==> src/rtl/reassembly_meta_merge_if.sv <==
// Metadata type shared by the merge block and its neighbours, plus the bus
// interface bundling the three producer streams and the merged output.
//   slave  modport : merge block view (takes ino/fwd/reo streams and
//                    out_meta_ready; drives readies, almost_fulls,
//                    out_meta_*, ovf_err)
//   master modport : producer/consumer view (mirror of slave)
package reassembly_meta_pkg;
  localparam logic [1:0] PKT_CHECK   = 2'd0;
  localparam logic [1:0] PKT_FORWARD = 2'd1;
  localparam logic [1:0] PKT_DROP    = 2'd2;

  typedef struct packed {
    logic [1:0]  pkt_flags;
    logic [15:0] flow_id;
    logic [31:0] seq;
    logic [13:0] len;
  } metadata_t;

  localparam int META_WIDTH = $bits(metadata_t);
endpackage

interface reassembly_meta_merge_if;
  import reassembly_meta_pkg::*;

  metadata_t ino_meta_data;
  logic      ino_meta_valid;
  logic      ino_meta_almost_full;
  metadata_t fwd_meta_data;
  logic      fwd_meta_valid;
  logic      fwd_meta_ready;
  metadata_t reo_meta_data;
  logic      reo_meta_valid;
  logic      reo_meta_ready;
  logic      reo_meta_almost_full;
  metadata_t out_meta_data;
  logic      out_meta_valid;
  logic      out_meta_ready;
  logic      ovf_err;

  modport slave (
    input  ino_meta_data, ino_meta_valid,
    input  fwd_meta_data, fwd_meta_valid,
    input  reo_meta_data, reo_meta_valid,
    input  out_meta_ready,
    output ino_meta_almost_full, fwd_meta_ready,
    output reo_meta_ready, reo_meta_almost_full,
    output out_meta_data, out_meta_valid, ovf_err
  );

  modport master (
    output ino_meta_data, ino_meta_valid,
    output fwd_meta_data, fwd_meta_valid,
    output reo_meta_data, reo_meta_valid,
    output out_meta_ready,
    input  ino_meta_almost_full, fwd_meta_ready,
    input  reo_meta_ready, reo_meta_almost_full,
    input  out_meta_data, out_meta_valid, ovf_err
  );
endinterface

==> src/rtl/reassembly_meta_merge.sv <==
// reassembly_meta_merge: merges the in-order (INO), forwarded (FWD) and
// reordered (REO) metadata streams from the flow-table stage into one
// registered stream using round-robin arbitration (FWD=0, INO=1, REO=2).
// Ports:
//   clk, rst      : clock, synchronous active-high reset
//   bus (slave)   : the three producer streams, merged output, readies,
//                   almost_full flags and the sticky ovf_err flag
//   stat_check / stat_forward / stat_drop (32b) : handshake counters per
//                   pkt_flags value, present only when MERGE_STATS_EN is defined
// Producers of INO do not see a ready; they throttle on almost_full, and a
// write into a full INO FIFO is dropped and flagged.

module meta_fifo #(
  parameter int DEPTH = 4,
  parameter int W     = 8
) (
  input  logic                       clk,
  input  logic                       rst,
  input  logic                       wr_en,
  input  logic [W-1:0]               wr_data,
  input  logic                       rd_en,
  output logic [W-1:0]               rd_data,
  output logic [$clog2(DEPTH):0]     count
);
  localparam int AW = $clog2(DEPTH);
  localparam int CW = AW + 1;

  logic [W-1:0]  mem [DEPTH];
  logic [AW-1:0] wr_ptr, rd_ptr;
  logic          full, wr_ok, rd_ok;

  // Fullness is judged on the registered count, so a pop in the same cycle
  // never makes room for a write into a full FIFO.
  assign full    = (count == CW'(DEPTH));
  assign wr_ok   = wr_en & ~full;
  assign rd_ok   = rd_en & (count != '0);
  assign rd_data = mem[rd_ptr];

  always_ff @(posedge clk) begin
    if (wr_ok) mem[wr_ptr] <= wr_data;
  end

  always_ff @(posedge clk) begin
    if (rst) begin
      wr_ptr <= '0;
      rd_ptr <= '0;
      count  <= '0;
    end else begin
      if (wr_ok) wr_ptr <= wr_ptr + 1'b1;
      if (rd_ok) rd_ptr <= rd_ptr + 1'b1;
      case ({wr_ok, rd_ok})
        2'b10:   count <= count + 1'b1;
        2'b01:   count <= count - 1'b1;
        default: count <= count;
      endcase
    end
  end
endmodule

module reassembly_meta_merge #(
  parameter int INO_DEPTH = 32,
  parameter int REO_DEPTH = 32,
  parameter int FWD_DEPTH = 4,
  parameter int AF_MARGIN = 12
) (
  input  logic                     clk,
  input  logic                     rst,
  reassembly_meta_merge_if.slave   bus
`ifdef MERGE_STATS_EN
  ,
  output logic [31:0]              stat_check,
  output logic [31:0]              stat_forward,
  output logic [31:0]              stat_drop
`endif
);
  import reassembly_meta_pkg::*;

  localparam int INO_CW = $clog2(INO_DEPTH) + 1;
  localparam int REO_CW = $clog2(REO_DEPTH) + 1;
  localparam int FWD_CW = $clog2(FWD_DEPTH) + 1;
  localparam int INO_AF = INO_DEPTH - AF_MARGIN;
  localparam int REO_AF = REO_DEPTH - AF_MARGIN;

  localparam logic [1:0] SRC_FWD = 2'd0;
  localparam logic [1:0] SRC_INO = 2'd1;
  localparam logic [1:0] SRC_REO = 2'd2;

  logic [INO_CW-1:0] ino_cnt;
  logic [REO_CW-1:0] reo_cnt;
  logic [FWD_CW-1:0] fwd_cnt;
  metadata_t         ino_head, reo_head, fwd_head;
  logic              pop_fwd, pop_ino, pop_reo;

  logic              load;
  logic [2:0]        ne;
  logic [1:0]        rr_ptr;
  logic [1:0]        gnt, cand;
  logic              gnt_vld;
  metadata_t         gnt_data;
  metadata_t         out_data_q;
  logic              out_vld_q;
  logic              ovf_q;

  meta_fifo #(.DEPTH(FWD_DEPTH), .W(META_WIDTH)) u_fwd (
    .clk(clk), .rst(rst),
    .wr_en(bus.fwd_meta_valid), .wr_data(bus.fwd_meta_data),
    .rd_en(pop_fwd), .rd_data(fwd_head), .count(fwd_cnt)
  );

  meta_fifo #(.DEPTH(INO_DEPTH), .W(META_WIDTH)) u_ino (
    .clk(clk), .rst(rst),
    .wr_en(bus.ino_meta_valid), .wr_data(bus.ino_meta_data),
    .rd_en(pop_ino), .rd_data(ino_head), .count(ino_cnt)
  );

  meta_fifo #(.DEPTH(REO_DEPTH), .W(META_WIDTH)) u_reo (
    .clk(clk), .rst(rst),
    .wr_en(bus.reo_meta_valid), .wr_data(bus.reo_meta_data),
    .rd_en(pop_reo), .rd_data(reo_head), .count(reo_cnt)
  );

  // Flow-control outputs come straight off the registered counts.
  assign bus.fwd_meta_ready       = (fwd_cnt != FWD_CW'(FWD_DEPTH));
  assign bus.reo_meta_ready       = (reo_cnt != REO_CW'(REO_DEPTH));
  assign bus.ino_meta_almost_full = (ino_cnt >= INO_CW'(INO_AF));
  assign bus.reo_meta_almost_full = (reo_cnt >= REO_CW'(REO_AF));
  assign bus.ovf_err              = ovf_q;
  assign bus.out_meta_valid       = out_vld_q;
  assign bus.out_meta_data        = out_data_q;

  function automatic logic [1:0] rr_next(input logic [1:0] p);
    return (p == SRC_REO) ? SRC_FWD : p + 2'd1;
  endfunction

  assign load = ~out_vld_q | bus.out_meta_ready;
  assign ne   = {reo_cnt != '0, ino_cnt != '0, fwd_cnt != '0};

  // First non-empty source scanning rr_ptr, rr_ptr+1, rr_ptr+2 (mod 3).
  always_comb begin
    gnt_vld = 1'b0;
    gnt     = rr_ptr;
    cand    = rr_ptr;
    for (int k = 0; k < 3; k++) begin
      if (!gnt_vld && ne[cand]) begin
        gnt     = cand;
        gnt_vld = 1'b1;
      end
      cand = rr_next(cand);
    end
  end

  always_comb begin
    gnt_data = fwd_head;
    case (gnt)
      SRC_INO: gnt_data = ino_head;
      SRC_REO: gnt_data = reo_head;
      default: gnt_data = fwd_head;
    endcase
  end

  assign pop_fwd = load & gnt_vld & (gnt == SRC_FWD);
  assign pop_ino = load & gnt_vld & (gnt == SRC_INO);
  assign pop_reo = load & gnt_vld & (gnt == SRC_REO);

  always_ff @(posedge clk) begin
    if (rst) begin
      out_vld_q  <= 1'b0;
      out_data_q <= '0;
      rr_ptr     <= SRC_FWD;
      ovf_q      <= 1'b0;
    end else begin
      if (load) begin
        out_vld_q <= gnt_vld;
        if (gnt_vld) begin
          out_data_q <= gnt_data;
          rr_ptr     <= rr_next(gnt);
        end
      end
      if (bus.ino_meta_valid && ino_cnt == INO_CW'(INO_DEPTH)) ovf_q <= 1'b1;
    end
  end

`ifdef MERGE_STATS_EN
  logic hs;
  assign hs = out_vld_q & bus.out_meta_ready;

  always_ff @(posedge clk) begin
    if (rst) begin
      stat_check   <= '0;
      stat_forward <= '0;
      stat_drop    <= '0;
    end else if (hs) begin
      if (out_data_q.pkt_flags == PKT_CHECK)   stat_check   <= stat_check + 32'd1;
      if (out_data_q.pkt_flags == PKT_FORWARD) stat_forward <= stat_forward + 32'd1;
      if (out_data_q.pkt_flags == PKT_DROP)    stat_drop    <= stat_drop + 32'd1;
    end
  end
`endif
endmodule

==> src/flat_wrapper.sv <==
// flat-port wrapper written by rule: the top's interface ports become plain ports
module reassembly_meta_merge_flat import reassembly_meta_pkg::*;
#(
  parameter int INO_DEPTH = 32,
  parameter int REO_DEPTH = 32,
  parameter int FWD_DEPTH = 4,
  parameter int AF_MARGIN = 12
)
  (clk, rst, bus_ino_meta_data, bus_ino_meta_valid, bus_fwd_meta_data, bus_fwd_meta_valid, bus_reo_meta_data, bus_reo_meta_valid, bus_out_meta_ready, bus_ino_meta_almost_full, bus_fwd_meta_ready, bus_reo_meta_ready, bus_reo_meta_almost_full, bus_out_meta_data, bus_out_meta_valid, bus_ovf_err);
  reassembly_meta_merge_if bus_i ();
  input  logic clk;
  input  logic rst;
  input wire logic [$bits(bus_i.ino_meta_data)-1:0] bus_ino_meta_data;
  input wire logic [$bits(bus_i.ino_meta_valid)-1:0] bus_ino_meta_valid;
  input wire logic [$bits(bus_i.fwd_meta_data)-1:0] bus_fwd_meta_data;
  input wire logic [$bits(bus_i.fwd_meta_valid)-1:0] bus_fwd_meta_valid;
  input wire logic [$bits(bus_i.reo_meta_data)-1:0] bus_reo_meta_data;
  input wire logic [$bits(bus_i.reo_meta_valid)-1:0] bus_reo_meta_valid;
  input wire logic [$bits(bus_i.out_meta_ready)-1:0] bus_out_meta_ready;
  output wire logic [$bits(bus_i.ino_meta_almost_full)-1:0] bus_ino_meta_almost_full;
  output wire logic [$bits(bus_i.fwd_meta_ready)-1:0] bus_fwd_meta_ready;
  output wire logic [$bits(bus_i.reo_meta_ready)-1:0] bus_reo_meta_ready;
  output wire logic [$bits(bus_i.reo_meta_almost_full)-1:0] bus_reo_meta_almost_full;
  output wire logic [$bits(bus_i.out_meta_data)-1:0] bus_out_meta_data;
  output wire logic [$bits(bus_i.out_meta_valid)-1:0] bus_out_meta_valid;
  output wire logic [$bits(bus_i.ovf_err)-1:0] bus_ovf_err;
  assign bus_i.ino_meta_data = bus_ino_meta_data;
  assign bus_i.ino_meta_valid = bus_ino_meta_valid;
  assign bus_i.fwd_meta_data = bus_fwd_meta_data;
  assign bus_i.fwd_meta_valid = bus_fwd_meta_valid;
  assign bus_i.reo_meta_data = bus_reo_meta_data;
  assign bus_i.reo_meta_valid = bus_reo_meta_valid;
  assign bus_i.out_meta_ready = bus_out_meta_ready;
  assign bus_ino_meta_almost_full = bus_i.ino_meta_almost_full;
  assign bus_fwd_meta_ready = bus_i.fwd_meta_ready;
  assign bus_reo_meta_ready = bus_i.reo_meta_ready;
  assign bus_reo_meta_almost_full = bus_i.reo_meta_almost_full;
  assign bus_out_meta_data = bus_i.out_meta_data;
  assign bus_out_meta_valid = bus_i.out_meta_valid;
  assign bus_ovf_err = bus_i.ovf_err;
  reassembly_meta_merge #(.INO_DEPTH(INO_DEPTH), .REO_DEPTH(REO_DEPTH), .FWD_DEPTH(FWD_DEPTH), .AF_MARGIN(AF_MARGIN)) u_core (.clk(clk), .rst(rst), .bus(bus_i));
endmodule
==> config.mk <==
export PLATFORM = sky130hd
export DESIGN_NAME = reassembly_meta_merge_flat
export DESIGN_NICKNAME = d
export VERILOG_FILES = /design/src/rtl/reassembly_meta_merge_if.sv /design/src/rtl/reassembly_meta_merge.sv /design/src/flat_wrapper.sv
export SDC_FILE = /design/constraint.sdc
export NUM_CORES = 2
export LEC_CHECK = 0
export BUFFER_PORTS_ARGS = -buffer_cell sky130_fd_sc_hd__buf_2
export CAP_MARGIN = 0
export CORE_ASPECT_RATIO = 0.6
export CORE_MARGIN = 3
export CORE_UTILIZATION = 40
export CTS_CLUSTER_DIAMETER = 120
export DETAILED_ROUTE_END_ITERATION = 7
export PLACE_DENSITY_LB_ADDON = 0.3
export RECOVER_POWER = 50
export SLEW_MARGIN = 10
export SYNTH_ARGS = -nofsm -noshare
export SYNTH_HDL_FRONTEND = slang
export SYNTH_MEMORY_MAX_BITS = 65536
export SYNTH_SLANG_ARGS = --single-unit
==> constraint.sdc <==
create_clock -name clk -period 7.55 [get_ports clk]
set_input_delay 0.3775 -clock clk [delete_from_list [all_inputs] [get_ports clk]]
set_output_delay 0.3775 -clock clk [all_outputs]
set_load 0.01 [all_outputs]
==> results.md <==
- Status: finished with violations
- Failing checks: capacitance limit, slew limit
- Initial Utilization: 0.404
- Area of the die: 434000 um^2
- Yosys cell types: 67
- First-pass GRT wire length: 681000 um
- Largest net degree at the start of global routing: 118
- Chip height: 511 um
- Slew Limit Headroom: -1.00
- Cells after DPL: 13700
- Fin util: 0.459
- ANT nets after route: 0
- Synth area leaders: edfxtp_1, mux4_2, mux2i_1
- GRT Overall Usage: 0.220
- Fmax: 0.190 GHz
- Peak VDD IR: 469 uV
- Crit Reg-Reg Startpoint: u_core.u_fwd.count[2]$_SDFFE_PP0P_
- First drt pass iteration count: 6
- Sequential power share: 0.480
- Initial antenna violation count: 56
- # DRC: 0
- RD Place Congestion: 0.826
- Post-Synthesis Cell Area: 170000 um^2
- Clk_lat worst skew: 0.95 ns
- Synth Instances: 8146
- Clk root buf: clkbuf_16
- Row count: 184
- CTS tree: yes
- Max Cap Viol: 36
- CP Capture Type: flop
- Critical Path Source: u_core.u_fwd.count[2]$_SDFFE_PP0P_
- Top-count cell post-synth: edfxtp_1
- CP Data Required Time: 8.34 ns
- Hold Crit Start: bus_reo_meta_valid
- CTS max path bufs: 4
- Core Box Area: 421000 um^2
- Startpoint types: flop
- Net Sw Frac: 0.276
- Post-synthesis register bit count: 4471
- Area Growth Syn to Fin: 13.7%
- Synth top area share: 0.767
- Dominant synthesized flop cell: edfxtp_1
- Final period util: 0.697
- Leak: 57.5 nW
- Worst path arrival time: 6.05 ns
- Final Non-Filler Cells: 14700
- Max Slew Vio Count: 1162
- Cell taking the most area after synthesis: edfxtp_1
- NetSw: 16.3 mW
- Worst Setup Path Type: flop to flop
- Power Density: 305 nW/um^2
- Cell-internal power: 42.7 mW
- Net Count, Synth: 8370
- Crit Path Max Fanout: 13
- Port Buf Inserts: 267
- Final setup violation count: 0
- CTS Sinks: 4471
- Final TNS setup: 0 ns
- Fillers: 34800
- RSZ-0062 raised after global routing: no
- Total wire length: 490000 um
- Detailed Place HPWL: 292000 um
- DR vias: 88300
- Ports: 268
- Final Skew: 0.0455 ns
- Design Power: 59.0 mW
- Final Hold Fails: 0
- Post-route setup slack: 2.29 ns
- TritonCTS buffer count: 392
- 1st-iter DRT viols: 12800
- Period minus WS final: 5.26 ns
- EDFF count, synth: 4352
- Mean Syn Cell Area: 20.9 um^2
- Area after DPL: 179000 um^2
- Post CTS Setup Buffer Count: 0
- WHS: 0.108 ns
- Clock power share: 0.344
- Place WS: 2.36 ns
- Share of total power in combinational logic: 0.177
- Worst-Margin Slew: 3.00 ns
- Via-to-Cell Ratio: 6.02
- Post-CTS sizing: 0
- Sequential area share after synthesis: 0.781
- Die W: 848 um
- Fin nets: 8958
- Post-layout instance area: 194000 um^2
- Post-synthesis async set-or-reset flop share: 0
- Layout cells sized above 1: 0.186
- Hold WC Path Type: input pin to flop
- Routed len/inst: 33.4 um
- Yosys warns: 0
- GR Overflow Total: 0
- Synth top cells by count: edfxtp_1, mux2i_1, mux4_2
- H-tree Lvls: 5
- Vias in the first global route: 85400
- Clock-pin slew on the worst setup and hold paths: 0.07 ns
## final cells by class
type / instances / area [um^2] / share of cell area
sequential: 4471 / 133000 / 0.688
antenna: 18 / 45.0 / 0.000233
inverter: 19 / 76.3 / 0.000394
clock buffer: 478 / 10300 / 0.0534
clock inverter: 245 / 2300 / 0.0119
timing repair buffer: 666 / 5130 / 0.0265
tap: 5580 / 6980 / 0.0361
multi-input combinational: 3184 / 35600 / 0.184
## state kept, by name (all words and copies together), names as in the netlist, 3 cells and up, named ones only
signal                    flops
u_core.u_fwd.count            3
u_core.u_ino.wr_ptr           5
u_core.u_reo.mem           2048
u_core.u_reo.rd_ptr           5
u_core.u_ino.count            6
u_core.u_reo.wr_ptr           5
u_core.bus.out_meta_data     64
u_core.u_reo.count            6
u_core.u_ino.mem           2048
u_core.u_ino.rd_ptr           5
u_core.u_fwd.mem            256
## power by group through the flow
stage / sequential, mW / clock (mW) / combinational, mW
2_1_floorplan: 28.6 / 0 / 6.16
3_3_place_gp: 28.8 / 0 / 10.1
3_5_place_dp: 28.8 / 0 / 10.3
4_1_cts: 28.3 / 20.5 / 10.5
5_1_grt: 28.3 / 21.5 / 11.0
6_report: 28.3 / 20.3 / 10.4
## final timing paths
path,slack [ns],end,cells past startpoint
worst max-delay path,2.29,u_core.u_reo.count[4]$_SDFFE_PP0P_,18
worst min-delay path,0.11,u_core.u_reo.wr_ptr[0]$_SDFFE_PP0P_,4
worst max register to register,2.29,u_core.u_reo.count[4]$_SDFFE_PP0P_,18
worst min register to register,0.45,u_core.bus.out_meta_data[6]$_SDFFE_PP0N_,2
## cells in the final DEF, fill, tap and decap left out, drive strengths merged, types with 9 or more instances in the layout
master,n
xnor2,9
xor2,20
a211oi,92
mux4,729
clkbuf,707
a2111oi,11
dfxtp,119
clkinv,175
dlygate4sd3,194
nand2b,10
bufinv,41
and3,14
a221o,9
o22ai,87
and2,19
mux2,23
inv,30
a21oi,82
buf,243
nor3,17
nor2b,61
a221oi,34
nand2,187
a31oi,27
o21ai,57
edfxtp,4352
a22oi,463
o41ai,9
o22a,9
nand3,135
nor2,143
clkinvlp,18
ha,25
diode,18
o221ai,45
nand4,45
a22o,22
mux2i,743
## worst max-delay path: stages (launching register included)
cell and delay (ns):
dfxtp_1 0.33, nor3_1 0.60, and3_1 0.48, o21ai_0 0.15
o31a_1 0.19, inv_1 0.09, ha_1 0.14, buf_4 0.32
inv_2 0.07, a2111oi_2 0.76, ha_1 0.59, xor2_1 0.16
ha_1 0.24, a21oi_1 0.28, nor3b_1 0.12, o21ai_0 0.23
a21oi_1 0.13, xnor2_1 0.19, nor2_1 0.05
## per-layer routing
layer  GRT usage  part of all wire
met2       0.316              0.43
met4      0.0569             0.030
met5           0          0.000094
met1       0.343              0.44
met3      0.0460              0.10
## cell families after synthesis
group | Yosys count | synth area share
mux | 1495 | 0.142
flops | 4471 | 0.781
xor+xnor | 29 | 0.00149
simple gates | 669 | 0.0189
compound gates | 965 | 0.0413
buf+inv | 491 | 0.0133
fa+ha+maj | 26 | 0.00195
## what timing repair did
item	CTS	global route
endpoints found under the hold margin	4229	0
setup endpoints to repair	0	0
hold buffers	194	0
(Power assumes the default switching activity.)
